--- config.mk ---
export PLATFORM = sky130hd
export DESIGN_NAME = seg7_scan_driver
export DESIGN_NICKNAME = d
export VERILOG_FILES = /design/src/rtl/seg7_pkg.sv /design/src/rtl/seg7_decoder.sv /design/src/rtl/seg7_scan_driver.sv
export SDC_FILE = /design/constraint.sdc
export NUM_CORES = 1
export LEC_CHECK = 0
export BUFFER_PORTS_ARGS = -buffer_cell sky130_fd_sc_hd__buf_2
export CORE_MARGIN = 2
export CORE_UTILIZATION = 59
export DETAILED_ROUTE_END_ITERATION = 8
export PLACE_DENSITY_LB_ADDON = 0.08
export SYNTH_ARGS = -nofsm -noshare
export SYNTH_HDL_FRONTEND = slang
export SYNTH_SLANG_ARGS = --single-unit
export TNS_END_PERCENT = 30
--- constraint.sdc ---
create_clock -name i_clk -period 6.55 [get_ports i_clk]
set_input_delay 0.3275 -clock i_clk [delete_from_list [all_inputs] [get_ports i_clk]]
set_output_delay 0.3275 -clock i_clk [all_outputs]
set_load 0.05 [all_outputs]
--- src/rtl/seg7_pkg.sv ---
// Shared definitions for the seven-segment scan driver.
// Holds the FSM encoding, segment bit order, glyph constants and clog2.
// Leading-zero blanking is enabled in the top by defining SEG7_LZB_EN.
package seg7_pkg;

  typedef enum logic {
    ST_BLANK = 1'b0,
    ST_SHOW  = 1'b1
  } state_t;

  // Segment bit positions inside a glyph word {g,f,e,d,c,b,a}
  localparam int SEG_A = 0;
  localparam int SEG_B = 1;
  localparam int SEG_C = 2;
  localparam int SEG_D = 3;
  localparam int SEG_E = 4;
  localparam int SEG_F = 5;
  localparam int SEG_G = 6;

  localparam logic [6:0] SEG_A_M = 7'(1) << SEG_A;
  localparam logic [6:0] SEG_B_M = 7'(1) << SEG_B;
  localparam logic [6:0] SEG_C_M = 7'(1) << SEG_C;
  localparam logic [6:0] SEG_D_M = 7'(1) << SEG_D;
  localparam logic [6:0] SEG_E_M = 7'(1) << SEG_E;
  localparam logic [6:0] SEG_F_M = 7'(1) << SEG_F;
  localparam logic [6:0] SEG_G_M = 7'(1) << SEG_G;

  localparam logic [6:0] GLYPH_0 = SEG_A_M | SEG_B_M | SEG_C_M | SEG_D_M | SEG_E_M | SEG_F_M;
  localparam logic [6:0] GLYPH_1 = SEG_B_M | SEG_C_M;
  localparam logic [6:0] GLYPH_2 = SEG_A_M | SEG_B_M | SEG_D_M | SEG_E_M | SEG_G_M;
  localparam logic [6:0] GLYPH_3 = SEG_A_M | SEG_B_M | SEG_C_M | SEG_D_M | SEG_G_M;
  localparam logic [6:0] GLYPH_4 = SEG_B_M | SEG_C_M | SEG_F_M | SEG_G_M;
  localparam logic [6:0] GLYPH_5 = SEG_A_M | SEG_C_M | SEG_D_M | SEG_F_M | SEG_G_M;
  localparam logic [6:0] GLYPH_6 = SEG_A_M | SEG_C_M | SEG_D_M | SEG_E_M | SEG_F_M | SEG_G_M;
  localparam logic [6:0] GLYPH_7 = SEG_A_M | SEG_B_M | SEG_C_M;
  localparam logic [6:0] GLYPH_8 = GLYPH_0 | SEG_G_M;
  localparam logic [6:0] GLYPH_9 = SEG_A_M | SEG_B_M | SEG_C_M | SEG_D_M | SEG_F_M | SEG_G_M;
  localparam logic [6:0] GLYPH_DASH  = SEG_G_M;
  localparam logic [6:0] GLYPH_BLANK = 7'b0000000;

  // Ceiling log2; returns 0 for v <= 1 so callers clamp to a minimum width.
  function automatic int clog2(input int v);
    int r;
    r = 0;
    while ((1 << r) < v) r = r + 1;
    return r;
  endfunction

endpackage

--- src/rtl/seg7_decoder.sv ---
// Combinational BCD nibble to seven-segment glyph decoder.
// Non-BCD codes (10..15) render as a dash so bad data is visible.
module seg7_decoder
  import seg7_pkg::*;
(
  input  logic [3:0] i_nib,
  output logic [6:0] o_glyph
);

  // Glyph lookup
  always_comb begin
    o_glyph = GLYPH_DASH;
    case (i_nib)
      4'd0:    o_glyph = GLYPH_0;
      4'd1:    o_glyph = GLYPH_1;
      4'd2:    o_glyph = GLYPH_2;
      4'd3:    o_glyph = GLYPH_3;
      4'd4:    o_glyph = GLYPH_4;
      4'd5:    o_glyph = GLYPH_5;
      4'd6:    o_glyph = GLYPH_6;
      4'd7:    o_glyph = GLYPH_7;
      4'd8:    o_glyph = GLYPH_8;
      4'd9:    o_glyph = GLYPH_9;
      default: o_glyph = GLYPH_DASH;
    endcase
  end

endmodule

--- src/rtl/seg7_scan_driver.sv ---
// Multiplexed seven-segment scan driver with per-digit dwell and blanking
// dead-time. Input data is captured once per frame into a shadow copy.
// Optional leading-zero blanking: define SEG7_LZB_EN.
// All outputs are registered from next-state values so selects and
// segments always switch together.
module seg7_scan_driver
  import seg7_pkg::*;
#(
  parameter int DIGITS       = 4,
  parameter int SCAN_DIV     = 10,
  parameter int BLANK_CYCLES = 2
) (
  input  logic                  i_clk,
  input  logic                  i_rst,
  input  logic [DIGITS*4-1:0]   i_bcd_data,
  input  logic [DIGITS-1:0]     i_dp,
  output logic [6:0]            o_seg,
  output logic                  o_dp,
  output logic [DIGITS-1:0]     o_digit_sel,
  output logic                  o_frame_start
);

  localparam int CNT_MAX = (SCAN_DIV > BLANK_CYCLES) ? SCAN_DIV : BLANK_CYCLES;
  localparam int CNT_W   = (clog2(CNT_MAX) < 1) ? 1 : clog2(CNT_MAX);
  localparam int IDX_W   = (clog2(DIGITS) < 1) ? 1 : clog2(DIGITS);

  localparam logic [CNT_W-1:0] BLANK_LAST = CNT_W'(BLANK_CYCLES - 1);
  localparam logic [CNT_W-1:0] SHOW_LAST  = CNT_W'(SCAN_DIV - 1);
  localparam logic [IDX_W-1:0] IDX_LAST   = IDX_W'(DIGITS - 1);

  state_t                   state, state_nxt;
  logic [CNT_W-1:0]         cnt, cnt_nxt;
  logic [IDX_W-1:0]         idx, idx_nxt;
  logic                     latch;

  logic [DIGITS-1:0][3:0]   bcd_in;
  logic [DIGITS-1:0][3:0]   shadow, shadow_nxt;
  logic [DIGITS-1:0]        shadow_dp, shadow_dp_nxt;

  logic [3:0]               nib_sel;
  logic [6:0]               glyph;
  logic                     digit_blank;

  logic [6:0]               seg_nxt;
  logic                     dp_nxt;
  logic [DIGITS-1:0]        sel_nxt;

  assign bcd_in = i_bcd_data;

  // Next-state and dwell counting; a frame latch happens on every SHOW
  // entry whose digit index wraps back to 0.
  always_comb begin
    state_nxt = state;
    cnt_nxt   = cnt + CNT_W'(1);
    idx_nxt   = idx;
    latch     = 1'b0;
    case (state)
      ST_BLANK: begin
        if (cnt == BLANK_LAST) begin
          cnt_nxt   = '0;
          state_nxt = ST_SHOW;
          idx_nxt   = (idx == IDX_LAST) ? '0 : idx + IDX_W'(1);
          latch     = (idx == IDX_LAST);
        end
      end
      ST_SHOW: begin
        if (cnt == SHOW_LAST) begin
          cnt_nxt   = '0;
          state_nxt = ST_BLANK;
        end
      end
      default: begin
        cnt_nxt   = '0;
        state_nxt = ST_BLANK;
      end
    endcase
  end

  // Shadow data follows the inputs only on a frame latch; digit 0 of the
  // new frame is decoded straight from the values captured on that edge.
  always_comb begin
    shadow_nxt    = latch ? bcd_in : shadow;
    shadow_dp_nxt = latch ? i_dp   : shadow_dp;
    nib_sel       = shadow_nxt[idx_nxt];
  end

  seg7_decoder u_dec (
    .i_nib   (nib_sel),
    .o_glyph (glyph)
  );

`ifdef SEG7_LZB_EN
  logic [DIGITS-1:0] lzb_mask, lzb_mask_nxt;

  // Leading-zero run from the top digit down; digit 0 always shows and a
  // set decimal point ends the run.
  always_comb begin
    logic run;
    logic [DIGITS-1:0] m;
    run          = 1'b1;
    m            = '0;
    lzb_mask_nxt = lzb_mask;
    for (int d = DIGITS - 1; d >= 1; d--) begin
      if (run && (bcd_in[d] == 4'd0) && !i_dp[d]) m[d] = 1'b1;
      else                                        run  = 1'b0;
    end
    if (latch) lzb_mask_nxt = m;
  end

  // Mask register, refreshed at each frame latch
  always_ff @(posedge i_clk or negedge i_rst) begin
    if (!i_rst) lzb_mask <= '0;
    else        lzb_mask <= lzb_mask_nxt;
  end

  assign digit_blank = lzb_mask_nxt[idx_nxt];
`else
  assign digit_blank = 1'b0;
`endif

  // Output values for the cycle after this edge
  always_comb begin
    seg_nxt = GLYPH_BLANK;
    dp_nxt  = 1'b0;
    sel_nxt = '0;
    if (state_nxt == ST_SHOW) begin
      sel_nxt = DIGITS'(1) << idx_nxt;
      seg_nxt = digit_blank ? GLYPH_BLANK : glyph;
      dp_nxt  = shadow_dp_nxt[idx_nxt];
    end
  end

  // State, counters, shadow and registered outputs
  always_ff @(posedge i_clk or negedge i_rst) begin
    if (!i_rst) begin
      state         <= ST_BLANK;
      cnt           <= '0;
      idx           <= IDX_LAST;
      shadow        <= '0;
      shadow_dp     <= '0;
      o_seg         <= '0;
      o_dp          <= 1'b0;
      o_digit_sel   <= '0;
      o_frame_start <= 1'b0;
    end else begin
      state         <= state_nxt;
      cnt           <= cnt_nxt;
      idx           <= idx_nxt;
      shadow        <= shadow_nxt;
      shadow_dp     <= shadow_dp_nxt;
      o_seg         <= seg_nxt;
      o_dp          <= dp_nxt;
      o_digit_sel   <= sel_nxt;
      o_frame_start <= latch;
    end
  end

endmodule

# == Yosys cells after proc, flatten, opt, wreduce, memory -nomap -nowiden ==
# Memories as Yosys holds them, arrays and structs flattened.
# Cells that the tools add are included.
# totals
reg_bits,40
mem_bits_ro,112
input_bits,22
word_cells,41
mem_count,1
# classes
n_addsub,2
order_cmp,1
n_eq_ne,3
shift,1
muxes,20
n_bitwise,1
# memory_table
name,depth,width,read_ports,rd_ports_with_merged_regs,wr,line,text
(name not given),16,7,1,0,0,seg7_decoder.sv:13,case (i_nib)
# ops
op,n
$mux 4,5
$mux 16,1
$bmux 4 s2,1
$pmux 4 s2,1
$mux 7,1
$mux 1,6
$mux 2,3
$add 4x1->4 const B,1
$eq 4x1->1 const B,1
$eq 4x4->1 const B,1
$shl 1x2->4 const A,1
$lt 2x3->1 const B,1
$add 2x1->2 const B,1
$bmux 1 s2,1
$eq 2x2->1 const B,1
$pmux 1 s2,1
$not 1->1,1

# == Longest topological paths before layout ==
# An unclocked memory read counts as a cell.
# logic_depth
word_depth,8
ltp_mapped,13

# == Hierarchy ==
# From an unflattened synthesis, not the netlist that was laid out.
# unflattened
hier_cells,173
area_unflattened_um2,1970.6
# by_module_without_submodules
module,n_inst,cells_each,area_per_inst_um2,seq_area_each_um2
seg7_scan_driver,1,144,1745.4,1003.5
seg7_decoder,1,29,225.2,0.0

# == Worst setup path before layout ==
# Ideal clock, no wire load.
# synth_path
path_type,reg2reg
startpoint,reg cnt[1]
endpoint,reg o_seg[1]
arrival_ns,2.761
slack_ns,3.725
path_stages_with_launch,13
n_path_buf,1
period_less_slack_ns,2.825
cell_sequence,dfrtp_1 -> inv_1 -> ha_1 -> nor4b_4 -> nand2_1 -> clkbuf_1 -> mux2_2 -> mux2_2 -> nand2_1 -> and2_1 -> ha_1 -> a21boi_1 -> o21a_1
# synth_lines
item,line,text
"start, declared",seg7_scan_driver.sv:32,"logic [CNT_W-1:0] cnt, cnt_nxt;"
"start signal, assigned",seg7_scan_driver.sv:147,cnt <= cnt_nxt;
"end signal, assigned",seg7_scan_driver.sv:151,o_seg <= seg_nxt;
"end, declared",seg7_scan_driver.sv:17,"output logic [6:0] o_seg,"

==> reports/results.ini <==
[power_and_ir_drop]
p_clk_share_pct=35.3
p_comb_share_pct=8.0
switching_share_pct=22.3
leakagePower_nw=1.12
seqPwrFrac_pct=56.7
peakVddDrop_mv=0.150
intPower_mw=0.352
netSwitchingPower_mw=0.101
powerDensity_mw_per_mm2=199
finalPower_mw=0.453

[place]
place_area_sq_mm=0.00220
place_ws_ps=3060
dp_hpwl_mm=2.52
portBuffers=34
gp_congestion=0.920

[logic_synthesis]
synth-edff-count=0
syn_nets=193
synth_top_cell_area_share_pct=47.4
synth_top_cell_by_area=dfrtp_1
yosys.cell_types.count=37
synth_seq_area_share_pct=50.0
ys_warn_count=0
ys_ff_latch=40
synth.avg_cell_area_sq_um=12.4
ys_top_cells_by_area=dfrtp_1 47%, mux2_2 12%, mux4_2 6.7%, ha_1 5.6%, nand2_1 2.8%
synthArstFlopShare_pct=100
syn-cell-area_sq_mm=0.00201
syn_inst=162
yosys_most_used_dff=dfrtp_1

[status]
status=completed

[timing]
max_freq_mhz=283
finClkSkew_ps=17.1
tns_ps=0
layout_setup_ws_ps=3020
relSlewSlack_pct=40.8
hold_viol_final=0
slew_violations=0
worst_slew_pin_slew_ps=887
finalCritPeriodShare_pct=53.9
holdWs_ps=62.7
final.min_clock_period_ps=3530
rsz0062_at_grt=false
setup_violations=0

[die]
die_y_um=62.3
fp.coreArea_sq_mm=0.00331
dieWidth_um=62.3
start_util_pct=60.6
die_area_sq_mm=0.00388
row_count=21
io-pin-count=35

[clock_tree]
clk_pin_slew_ps=120
cts_root_buffer=clkbuf_4
holdBufCountCts=0
cts_made_buffers=5
htreeDepth=2
cts_num_sinks=40
cts_tree=built
clkLatencyLatePin_ps=360
post_cts_buffers=0
clk_path_buf_depth=2
cts-resized-gates=0

[worst_hold_path]
hold_path.class=in -> async

[cells_and_area]
drive_gt1_share_pct=38.9
final_area_sq_mm=0.00228
n_antenna_cell=0
final_nets=228
areaGrowthSynthToFinish_pct=13.6
mostFrequentLayoutCell=dfrtp_1
final_cell_mix=38 x dfrtp_1, 34 x buf_2, 22 x mux2_2

[global_route]
grt-ovfl-total=0
antenna_found_initial=0
grt_pass1_vias=1303
grt_pass1_wl_mm=5.87
grt_max_degree=41
track_usage_pct=20.1

[setup_path]
worstSetupPathDepth=11
required_ps=6850
reg2reg_from=cnt[1]
reg2reg_slack_ps=3020
start_kind=register
worst-path-buf-inv=1
critical_path_class=reg -> reg
crit_chain=inv_1 > ha_1 > nor4b_4 > nand2_1 > mux2_2 > mux2_2 > nand2_1 > and2_1 > ha_1 > a21boi_1 > o21a_1
slowest_delay_ps=680
critical_path.max_fanout=23
cp_top_family=simple AND/OR/NAND/NOR gates
rr_worst_depth=11
critPathArrivalTime_ps=3830
timing.rr.end=o_seg[1]
cp-end-kind=register
cp_slowest_cell=nand2_1

[route]
postRouteWirelength_mm=3.49
wl_per_cell_um=14.3
ant_nets=0
vias=1330
drc=0
drt-vias-per-instance=5.45
initialDrtViolationCount=62
dr.pass1.iters=4

[job]
maxCapViolations=0

-- routing by layer --
metal | track usage [%] | up-vias | part of all wire, % | routed length (um)
met5 | 0 | - | 0 | 0
met4 | 11.4 | 0 | 2.7 | 95
met3 | 5.98 | 7 | 4.9 | 172
met2 | 32.1 | 41 | 50 | 1730
met1 | 24.4 | 643 | 43 | 1500
li1 | - | 639 | - | -
-- how the worst max path moves through the flow --
stage,start,to,slack (ps)
after floorplan,cnt[1],o_seg[1],3720
after global placement,cnt[1],o_seg[1],3240
after detailed placement,cnt[1],o_seg[1],3060
after CTS,cnt[1],o_seg[1],3010
after global routing,cnt[1],o_seg[1],2750
final,cnt[1],o_seg[1],3020
-- Yosys cell counts, types with 3 or more instances --
cell type and n:
clkbuf_1 3, dfrtp_1 38, ha_1 9, inv_1 7
mux2_2 22, mux2i_1 3, mux4_2 6, nand2_1 15
nand2b_1 3, nand3_1 6, nor2_1 13, o21a_1 3
-- flip-flops by register name, indices dropped and copies added, names as in the netlist --
name,count
cnt,4
o_seg,7
o_dp,1
shadow,16
idx,2
shadow_dp,4
o_frame_start,1
state,1
o_digit_sel,4
-- power by group through the flow --
stage / Sequential [mW] / Clock (mW) / Combinational, mW
floorplan: 0.260 / 0 / 0.0214
global placement: 0.261 / 0 / 0.0349
detailed placement: 0.261 / 0 / 0.0365
CTS: 0.257 / 0.164 / 0.0366
global route: 0.257 / 0.178 / 0.0405
finish: 0.257 / 0.160 / 0.0362
-- worst register-to-register path: cells and delay by family (launching register included) --
family | cells | cell delay [ps]
adder cells (fa/ha/maj) | 2 | 480
flip-flops | 1 | 420
buffers and inverters | 1 | 70
multiplexers | 2 | 770
AO/OA/AOI/OAI | 2 | 260
AND/OR/NAND/NOR | 4 | 1480
-- per-stage QoR --
| stage | cells | util, % |
|---|---|---|
| after floorplan | 162 | - |
| after global placement | 236 | 66.6 |
| after detailed placement | 236 | 66.6 |
| after CTS | 244 | 68.9 |
| after global routing | 244 | 68.9 |
| final | 244 | 68.9 |
-- area by class of cell --
class | instances | area, sq um
clock buffer | 6 | 41.3
clock inverter | 2 | 35.0
fill | 273 | 1030
inverter | 8 | 30.0
multi-input combinational | 108 | 942
sequential | 40 | 1000
tap | 46 | 57.6
timing repair buffer | 34 | 170
-- cell families after synthesis --
kind of cell | Yosys count | share of synthesized area (%)
AO/OA/AOI/OAI | 17 | 6.11
XOR/XNOR | 2 | 0.873
flip-flops | 40 | 50.0
buffers and inverters | 14 | 3.05
AND/OR/NAND/NOR | 46 | 11.3
multiplexers | 34 | 23.1
adder cells (fa/ha/maj) | 9 | 5.61
Power figures use the tool's default switching activity.
